`src/rtl/heartbeat_seg_driver.sv`:
```
// ---------------------------------------------------------------------------
// heartbeat_seg_driver
//
// Purpose:
//   Display-side consumer of the heartbeat animation pattern. It scans the
//   pattern onto a 4-digit common-anode 7-segment display, one digit per scan
//   slot. The pattern is copied into shadow registers once per frame, so a
//   displayed frame never mixes two animation states.
//
// Optional feature (compile-time macro BLANK_GUARD_EN):
//   When defined, the anodes are held off for the first GUARD_CYCLES cycles
//   of every slot. This dead time stops the previous digit ghosting onto the
//   next one. The cathodes still change at slot start, and frame/snapshot
//   timing is unchanged. When undefined, there is no dead time.
//
// Parameters:
//   REFRESH_DVSR  clk cycles per digit slot (>= 2)
//   GUARD_CYCLES  anode dead-time cycles at slot start (1..REFRESH_DVSR-1)
//
// Ports:
//   clk         in   system clock, rising edge
//   reset_n     in   asynchronous active-low reset
//   en          in   scan enable; 0 freezes counters and blanks the display
//   an_en[3:0]  in   digit enable pattern, 1 = digit lit
//   line[3:0]   in   per-digit side: 1 = right line (b,c), 0 = left (e,f)
//   an[3:0]     out  anode drives, active-low, at most one low
//   seg[6:0]    out  cathodes {g,f,e,d,c,b,a}, active-low
//   dp          out  decimal point, active-low, always inactive
//   frame_tick  out  one-cycle pulse when the pattern snapshot is taken
// ---------------------------------------------------------------------------
module heartbeat_seg_driver #(
    parameter int REFRESH_DVSR = 50000,
    parameter int GUARD_CYCLES = 1000
) (
    input  logic       clk,
    input  logic       reset_n,
    input  logic       en,
    input  logic [3:0] an_en,
    input  logic [3:0] line,
    output logic [3:0] an,
    output logic [6:0] seg,
    output logic       dp,
    output logic       frame_tick
);

    localparam int              CNT_W    = (REFRESH_DVSR > 2) ? $clog2(REFRESH_DVSR) : 1;
    localparam logic [CNT_W-1:0] SLOT_LAST = CNT_W'(REFRESH_DVSR - 1);

    localparam logic [6:0] SEG_RIGHT = 7'b1111001;  // b,c lit
    localparam logic [6:0] SEG_LEFT  = 7'b1001111;  // e,f lit
    localparam logic [6:0] SEG_OFF   = 7'h7F;

    // Reject illegal parameter combinations at elaboration time.
    if (REFRESH_DVSR < 2) begin : g_dvsr_illegal
        $error("heartbeat_seg_driver: REFRESH_DVSR must be >= 2");
    end
    if (GUARD_CYCLES < 1 || GUARD_CYCLES >= REFRESH_DVSR) begin : g_guard_illegal
        $error("heartbeat_seg_driver: GUARD_CYCLES must be in 1..REFRESH_DVSR-1");
    end

    logic [CNT_W-1:0] slot_cnt;
    logic [1:0]       digit_idx;
    logic [3:0]       sh_en;
    logic [3:0]       sh_line;
    logic             scan_tick;
    logic             snap;
    logic [3:0]       an_nxt;
    logic [6:0]       seg_nxt;

    assign scan_tick = en && (slot_cnt == SLOT_LAST);
    assign snap      = scan_tick && (digit_idx == 2'd3);
    assign dp        = 1'b1;

    // Scan counters and the per-frame pattern snapshot.
    always_ff @(posedge clk or negedge reset_n) begin
        if (!reset_n) begin
            slot_cnt   <= '0;
            digit_idx  <= 2'd0;
            sh_en      <= 4'h0;
            sh_line    <= 4'h0;
            frame_tick <= 1'b0;
        end else begin
            frame_tick <= snap;
            if (en) begin
                slot_cnt <= scan_tick ? '0 : slot_cnt + 1'b1;
            end
            if (scan_tick) begin
                digit_idx <= digit_idx + 2'd1;
            end
            if (snap) begin
                sh_en   <= an_en;
                sh_line <= line;
            end
        end
    end

    // Next anode/cathode values are derived from the current slot state.
    // The anode and cathode registers load on the same edge, so an anode
    // is never low while its cathodes are still settling.
    always_comb begin
        an_nxt  = 4'hF;
        seg_nxt = SEG_OFF;
        if (en && sh_en[digit_idx]) begin
            an_nxt  = ~(4'b0001 << digit_idx);
            seg_nxt = sh_line[digit_idx] ? SEG_RIGHT : SEG_LEFT;
        end
`ifdef BLANK_GUARD_EN
        if (slot_cnt < CNT_W'(GUARD_CYCLES)) begin
            an_nxt = 4'hF;
        end
`endif
    end

    always_ff @(posedge clk or negedge reset_n) begin
        if (!reset_n) begin
            an  <= 4'hF;
            seg <= SEG_OFF;
        end else begin
            an  <= an_nxt;
            seg <= seg_nxt;
        end
    end

endmodule

```
`config.mk`:
```
export PLATFORM = sky130hd
export DESIGN_NAME = heartbeat_seg_driver
export DESIGN_NICKNAME = d
export VERILOG_FILES = /design/src/rtl/heartbeat_seg_driver.sv
export SDC_FILE = /design/constraint.sdc
export NUM_CORES = 1
export LEC_CHECK = 0
export CAP_MARGIN = 5
export CORE_MARGIN = 2
export CORE_UTILIZATION = 50
export CTS_BUF_LIST = sky130_fd_sc_hd__clkbuf_8
export DETAILED_ROUTE_END_ITERATION = 6
export PLACE_DENSITY = 0.75
export SLEW_MARGIN = 20
export SYNTH_ARGS = -nofsm -noshare
export SYNTH_HDL_FRONTEND = slang
export SYNTH_SLANG_ARGS = --single-unit
```
`constraint.sdc`:
```
create_clock -name clk -period 4.3 [get_ports clk]
set_clock_uncertainty 0.2 [all_clocks]
set_input_delay 0.43 -clock clk [delete_from_list [all_inputs] [get_ports clk]]
set_output_delay 0.43 -clock clk [all_outputs]
set_load 0.02 [all_outputs]
```
# After elaboration in Yosys (flattened, before gate mapping)
# Cells that the tools add are included.
[classes] add_sub_neg=2 order_cmp=1 eq_ne=2 shift=1 mux=8 n_bitwise=1 n_reduce_logical=3
[ops] cell="$add 16x1->16 const B" count=1
[ops] cell="$eq 16x16->1 const B" count=1
[ops] cell="$mux 16" count=1
[ops] cell="$mux 6" count=2
[ops] cell="$bmux 1 s2" count=2
[ops] cell="$mux 4" count=1
[ops] cell="$not 4->4" count=1
[ops] cell="$shl 1x2->4 const A" count=1
[ops] cell="$logic_and 1x1->1" count=3
[ops] cell="$lt 2x3->1 const B" count=1
[ops] cell="$add 2x1->2 const B" count=1
[ops] cell="$eq 2x2->1 const B" count=1
[ops] cell="$mux 1" count=2
[word_totals] reg_bits=38 output_inout_bits=13

# Longest topological paths before layout
# Gate-level depths: netlist (run 1).
[depth] word_depth=4 ltp_mapped=6 mapped_depth_nobuf=5

# Worst setup path after synthesis (run 1)
# OpenSTA, ideal clock, no wires.
[synth_path] kind="flip-flop to flip-flop" from="register slot_cnt[0]" to="register sh_en[0]" arrival_ps=1479 required_ps=3975 slack_ps=2496 stages_incl_launch_ff=6 cell_sequence="dfrtp_1 > ha_1 > and4_1 > and4_4 > nand2_4 > mux2_4"
[synth_via] elab_chain_len=3
[synth_rtl] element="start: declaration" line="61" rtl="logic [CNT_W-1:0] slot_cnt;"
[synth_rtl] element="start signal: assignment" line="85" rtl="slot_cnt <= scan_tick ? '0 : slot_cnt + 1'b1;"
[synth_rtl] element="$eq 16x16->1" line="70" rtl="assign scan_tick = en && (slot_cnt == SLOT_LAST);"
[synth_rtl] element="$logic_and 1x1->1" line="70"
[synth_rtl] element="$logic_and 1x1->1" line="71" rtl="assign snap = scan_tick && (digit_idx == 2'd3);"
[synth_rtl] element="end signal: assignment" line="91" rtl="sh_en <= an_en;"
[synth_rtl] element="end: declaration" line="63" rtl="logic [3:0] sh_en;"
# No other way between the ends.
# A chain may end at the register's enable or synchronous reset.

# Worst setup path in the final report (run 1)
[layout_path] from="input port en" to="register sh_en[0]"
[layout_via] elab_chain_len=2
[layout_rtl] element="start: declaration" line="37" rtl="input logic en,"
[layout_rtl] element="$logic_and 1x1->1" line="70"
[layout_rtl] element="$logic_and 1x1->1" line="71"
# No other way between the ends.

==> impl_metrics.toml, run 1 <==
[place]
place_congestion = 0.864
placed_wire_length_estimate_after_detailed_placement_um = 1820
port-buffer-count = 19

[routing]
drtAntennaViolNets = 0
wl_per_cell_um = 14.4
initialDrtViolationCount = 26
drt-vias-per-instance = 5.35
drc_errors_left = 0
wl_um = 2600
drt_pass1_iterations = 4
routed-via-count = 968

[logic_synthesis]
synth_edf_count = 0
dominantRegCellSynth = "dfrtp_1"
synth-seq-area-share_pct = 53.4
netlist_area_mm2 = 0.00156
synth.most_common_cell = "dfrtp_1"
netlist_instances = 125
synth_area_leaders = "dfrtp_1, dfstp_2, mux2_4, xnor2_1, ha_1"
yosys_register_bits = 33
post_synth_most_frequent_cells = "dfrtp_1, nand2_1, nor2_1"
ys.warnings.count = 0
synth_top_area_share_pct = 43.3
synth_largest_area_cell = "dfrtp_1"
post_synth_num_cell_types = 31
avgSynthCellArea_um2 = 12.5
postSynth.asyncResetShare_pct = 100

[timing]
endpoints_failing_setup = 0
timing.final.max_slew_violations = 0
fin_worst_hold_slack_ps = 291
period_minus_slack_ps = 2190
rsz0062_at_grt = "no"
setup_total_negative_slack_ps = 0
timing.fmax_ghz = 0.456
timing_hold_violations_final = 0
period_share_pct = 51.0

[hold_path]
min-delay-start = "slot_cnt[15]"
hold_path_class = "flop to flop"
hold_path_endpoint = "slot_cnt[15]"
min_delay_path_depth = 1

[clocking]
hold_buffers = 0
cts_buffer_depth = 2
clock_sinks = 33
cts_tree = "done"
post_cts_clock_slew_at_the_launch_and_capture_registers_of_the_worst_setup_and_hold_paths_ps = 70
cts_setup_buffers = 0
numCtsBuffers = 5
clock_insertion_delay_worst_skew_ps = 290
cts-htree-levels = 2
clockRootBuffer = "clkbuf_8"
post_cts.resized_instances = 0

[cells_and_area]
fillers = 241
diodes = 0
nets = 163
ratio_of_cells_with_drive_above_1_in_the_final_layout_pct = 20.9
syn2layout_area_growth_pct = 18.8

[grt]
via_count_of_the_first_global_routing_pass = 998
largest_net_degree_at_the_start_of_global_routing = 34
grt_first_pass_wirelength_um = 4490
globalRoute.totalOverflow = 0
grt_use_total_pct = 17.5
initial_antenna_violation_count = 0

[die]
fp.dieArea_mm2 = 0.00358
core_mm2 = 0.00300
row_count = 20
io_pins = 24
initial_core_util_pct = 52.0
die_h_um = 59.9
chipWidth_um = 59.9

[run]
max_cap_violations = 0

[setup_path]
path_class = "primary input to flop"
crit-reg2reg-capture = "sh_en[0]"
rr_startpoint = "slot_cnt[12]"
cp_max_fo = 13
critical_path_arrival_ps = 2170
worstRegToRegCells = 4
worst-endpoint-required_ps = 4270
end_kind = "flop"
setup.reg_to_reg.worst_slack_ps = 2260
timing.critical_path.from_type = "primary input"

[pwr]
max-vdd-ir-drop_mv = 0.304
p_leak_nw = 0.887
power.density_mw_per_mm2 = 393
total_power_mw = 0.729

[outcome]
outcome = "finished clean"
worst max-delay path by stage:
stage                startpoint        to  cells after the start
finish                       en  sh_en[0]                      5
global route                 en  sh_en[0]                      5
CTS                          en  sh_en[2]                      5
detailed placement           en  sh_en[0]                      5
global placement             en  sh_en[2]                      5
floorplan           slot_cnt[0]  sh_en[0]                      5
cells in the final DEF, fill, tap and decap left out, drive strengths merged, types with 3 or more instances in the layout:
master,count
dfrtp,27
clkdlybuf4s50,19
nand2,12
nor2,9
mux2,9
xnor2,8
clkbuf,7
inv,6
xor2,6
dfstp,6
nand3,5
ha,5
conb,4
nor4,4
nand4,3
sequential cells by signal, summed over array words and instances, names as in the netlist:
signal / cells
slot_cnt: 16
an: 4
sh_en: 4
sh_line: 4
digit_idx: 2
seg: 2
frame_tick: 1
stage by stage:
step | std cells | worst slack (ps) | util (%) | instance area, um2
floorplan | 128 | 2500 | - | 1570
global placement | 173 | 1870 | 58.4 | 1750
detailed placement | 173 | 1800 | 58.4 | 1750
CTS | 181 | 2100 | 61.8 | 1850
global route | 181 | 2040 | 61.8 | 1850
finish | 181 | 2110 | 61.8 | 1850
cell type report:
| class | instances | area (um2) | share of cell area [%] |
|---|---|---|---|
| clock buffers | 7 | 96.3 | 5.20 |
| clock inverters | 1 | 5.00 | 0.270 |
| inverters | 6 | 22.5 | 1.21 |
| multi-input cells | 81 | 658 | 35.5 |
| flip-flops and latches | 33 | 833 | 44.9 |
| well taps | 33 | 41.3 | 2.23 |
| repair buffers | 20 | 198 | 10.7 |
per-layer routing:
metal	part of all wire, %	vias to the layer above	GRT usage (%)
li1	-	459	-
met1	45	478	21.7
met2	48	25	27.3
met3	5.0	6	6.49
met4	1.8	0	7.62
met5	0	-	0
report_power, final:
part | total, mW | leakage [nW] | internal (mW) | switching [mW]
clock | 0.260 | 0.0542 | 0.145 | 0.115
sequential | 0.381 | 0.414 | 0.341 | 0.0397
combinational | 0.0889 | 0.418 | 0.0428 | 0.0461
total | 0.729 | 0.887 | 0.528 | 0.201
cell families after synthesis:
group           count (synthesis)  share of synthesized area, %
compound gates                  2                         0.722
mux                            12                          11.9
fa+ha+maj                       5                          4.01
flops                          33                          53.4
other cells                     1                         0.240
xor+xnor                       14                          7.86
buf+inv                        14                          5.13
simple gates                   44                          16.7
critical path, cell delays in order:
cell and delay [ps]:
clkdlybuf4s50_1 620, and4_1 290, and4_4 350, nand2_4 150, mux2_4 320
No activity file was read; power rests on OpenSTA's default activity.
==> run 2: changes to the inputs <==
clock period = 2.1 ns   (was 4.3 ns; I/O delays follow)
==> impl_metrics.toml, run 2 (synthesized netlist as in run 1, its figures left out) <==
[setup_path]
setup.worst_path.start = "slot_cnt[0]"
setup.reg_to_reg.worst_slack_ps = 210
end_kind = "flop"
worst-endpoint-required_ps = 2070
timing.critical_path.from_type = "flop"
critical_path_arrival_ps = 1860
rr_startpoint = "slot_cnt[0]"
path_class = "flop to flop"
cp_max_fo = 9

[timing]
timing.fmax_ghz = 0.530
period_share_pct = 89.9
timing.final.max_slew_violations = 0
period_minus_slack_ps = 1890
timing_hold_violations_final = 0
setup_total_negative_slack_ps = 0
endpoints_failing_setup = 0
rsz0062_at_grt = "no"

[pwr]
p_leak_nw = 0.937
combPwrFrac_pct = 12.4
clockPowerShare_pct = 41.8
power.share.switching_pct = 23.9
power.density_mw_per_mm2 = 863
power_frac_seq_pct = 45.8
switchingPower_mw = 0.400
internal_power_mw = 1.27
max-vdd-ir-drop_mv = 0.612

[place]
port-buffer-count = 19
placed_wire_length_estimate_after_detailed_placement_um = 1860
place_congestion = 0.820

[clocking]
clock_insertion_delay_worst_skew_ps = 290
hold_buffers = 0
post_cts.resized_instances = 0
clockRootBuffer = "clkbuf_8"
cts-htree-levels = 2
clock_sinks = 33
cts_setup_buffers = 0
cts_tree = "done"
numCtsBuffers = 5
post_cts_clock_slew_at_the_launch_and_capture_registers_of_the_worst_setup_and_hold_paths_ps = 70
cts_buffer_depth = 2

[routing]
routed-via-count = 971
drtAntennaViolNets = 0
drt-vias-per-instance = 5.16
wl_per_cell_um = 13.4
drt_pass1_iterations = 4
initialDrtViolationCount = 27
drc_errors_left = 0
wl_um = 2510

[cells_and_area]
largest_register_ff_count = 16
syn2layout_area_growth_pct = 24.3
largest-register = "slot_cnt"
layout.cells.most_common = "dfrtp_1"
diodes = 0
mostFrequentLayoutCells = "dfrtp_1, clkdlybuf4s50_1, nand2_1"
ratio_of_cells_with_drive_above_1_in_the_final_layout_pct = 24.5
nets = 170
layout.core_utilization_pct = 64.6

[die]
core_mm2 = 0.00300
chipWidth_um = 59.9
row_count = 20
die_h_um = 59.9
io_pins = 24
fp.dieArea_mm2 = 0.00358
initial_core_util_pct = 52.0

[hold_path]
hold_path_class = "primary input to async pin"

[run]
max_cap_violations = 0

[grt]
largest_net_degree_at_the_start_of_global_routing = 34
initial_antenna_violation_count = 0
globalRoute.totalOverflow = 0
grt_first_pass_wirelength_um = 4370
grt_use_total_pct = 17.4
via_count_of_the_first_global_routing_pass = 1007

[outcome]
outcome = "finished clean"
==> run 2: cell count changes in the layout (fill, tap and decap cells not counted), sizes merged <==
cell / change
bufinv: +2
buf: +7
clkbuf: -2
==> run 2: power groups by stage <==
stage / logic (mW) / clock network, mW / registers, mW
6_report: 0.207 / 0.700 / 0.767
5_1_grt: 0.239 / 0.745 / 0.774
4_1_cts: 0.210 / 0.719 / 0.766
3_5_place_dp: 0.208 / 0 / 0.778
3_3_place_gp: 0.200 / 0 / 0.773
2_1_floorplan: 0.129 / 0 / 0.769
==> run 2: area by class of cell <==
cell class              count  area (um2)
flip-flops and latches     33         833
fillers                   231        1060
clock inverters             3        65.1
well taps                  33        41.3
clock buffers               5        68.8
repair buffers             27         250
multi-input cells          81         658
inverters                   6        22.5
==> run 2: per-layer routing <==
metal  up-vias  part of all wire, %  GRT usage [%]
li1        474                    -              -
met2        20                   48           26.4
met1       470                   46           21.4
met4         0                  2.2           11.1
met3         7                  3.7           5.41
met5         -                    0              0
==> run 2: per-stage QoR <==
stage	area (um2)	power [mW]	worst slack (ps)	hold WS [ps]	cells
6_report	1940	1.67	213	112	188
5_1_grt	1940	1.76	136	163	188
4_1_cts	1940	1.69	208	118	188
3_5_place_dp	1810	0.986	70.5	274	180
3_3_place_gp	1810	0.973	127	275	180
2_1_floorplan	1570	0.899	296	-286	128
==> run 2: worst paths after layout <==
check | endpoint | cells after the start
worst max-delay path | sh_en[3] | 5
worst min-delay path | frame_tick | 2
worst max register to register | sh_en[3] | 5
worst min register to register | slot_cnt[15] | 1
max in group asynchronous | an[2] | 2
min in group clk | slot_cnt[15] | 1
==> run 2: critical path, stage by stage (launching register included) <==
cell	delay, ps
dfrtp_1	410
ha_1	210
and4_1	220
and4_4	280
nand2_4	130
mux2_4	320
==> run 3: changes to the inputs <==
HOLD_SLACK_MARGIN = 0.02   (was not set)
TNS_END_PERCENT = 50   (was not set)
==> results of run 3 <==
Final layout, timing and power as in run 2 (identical DEF).
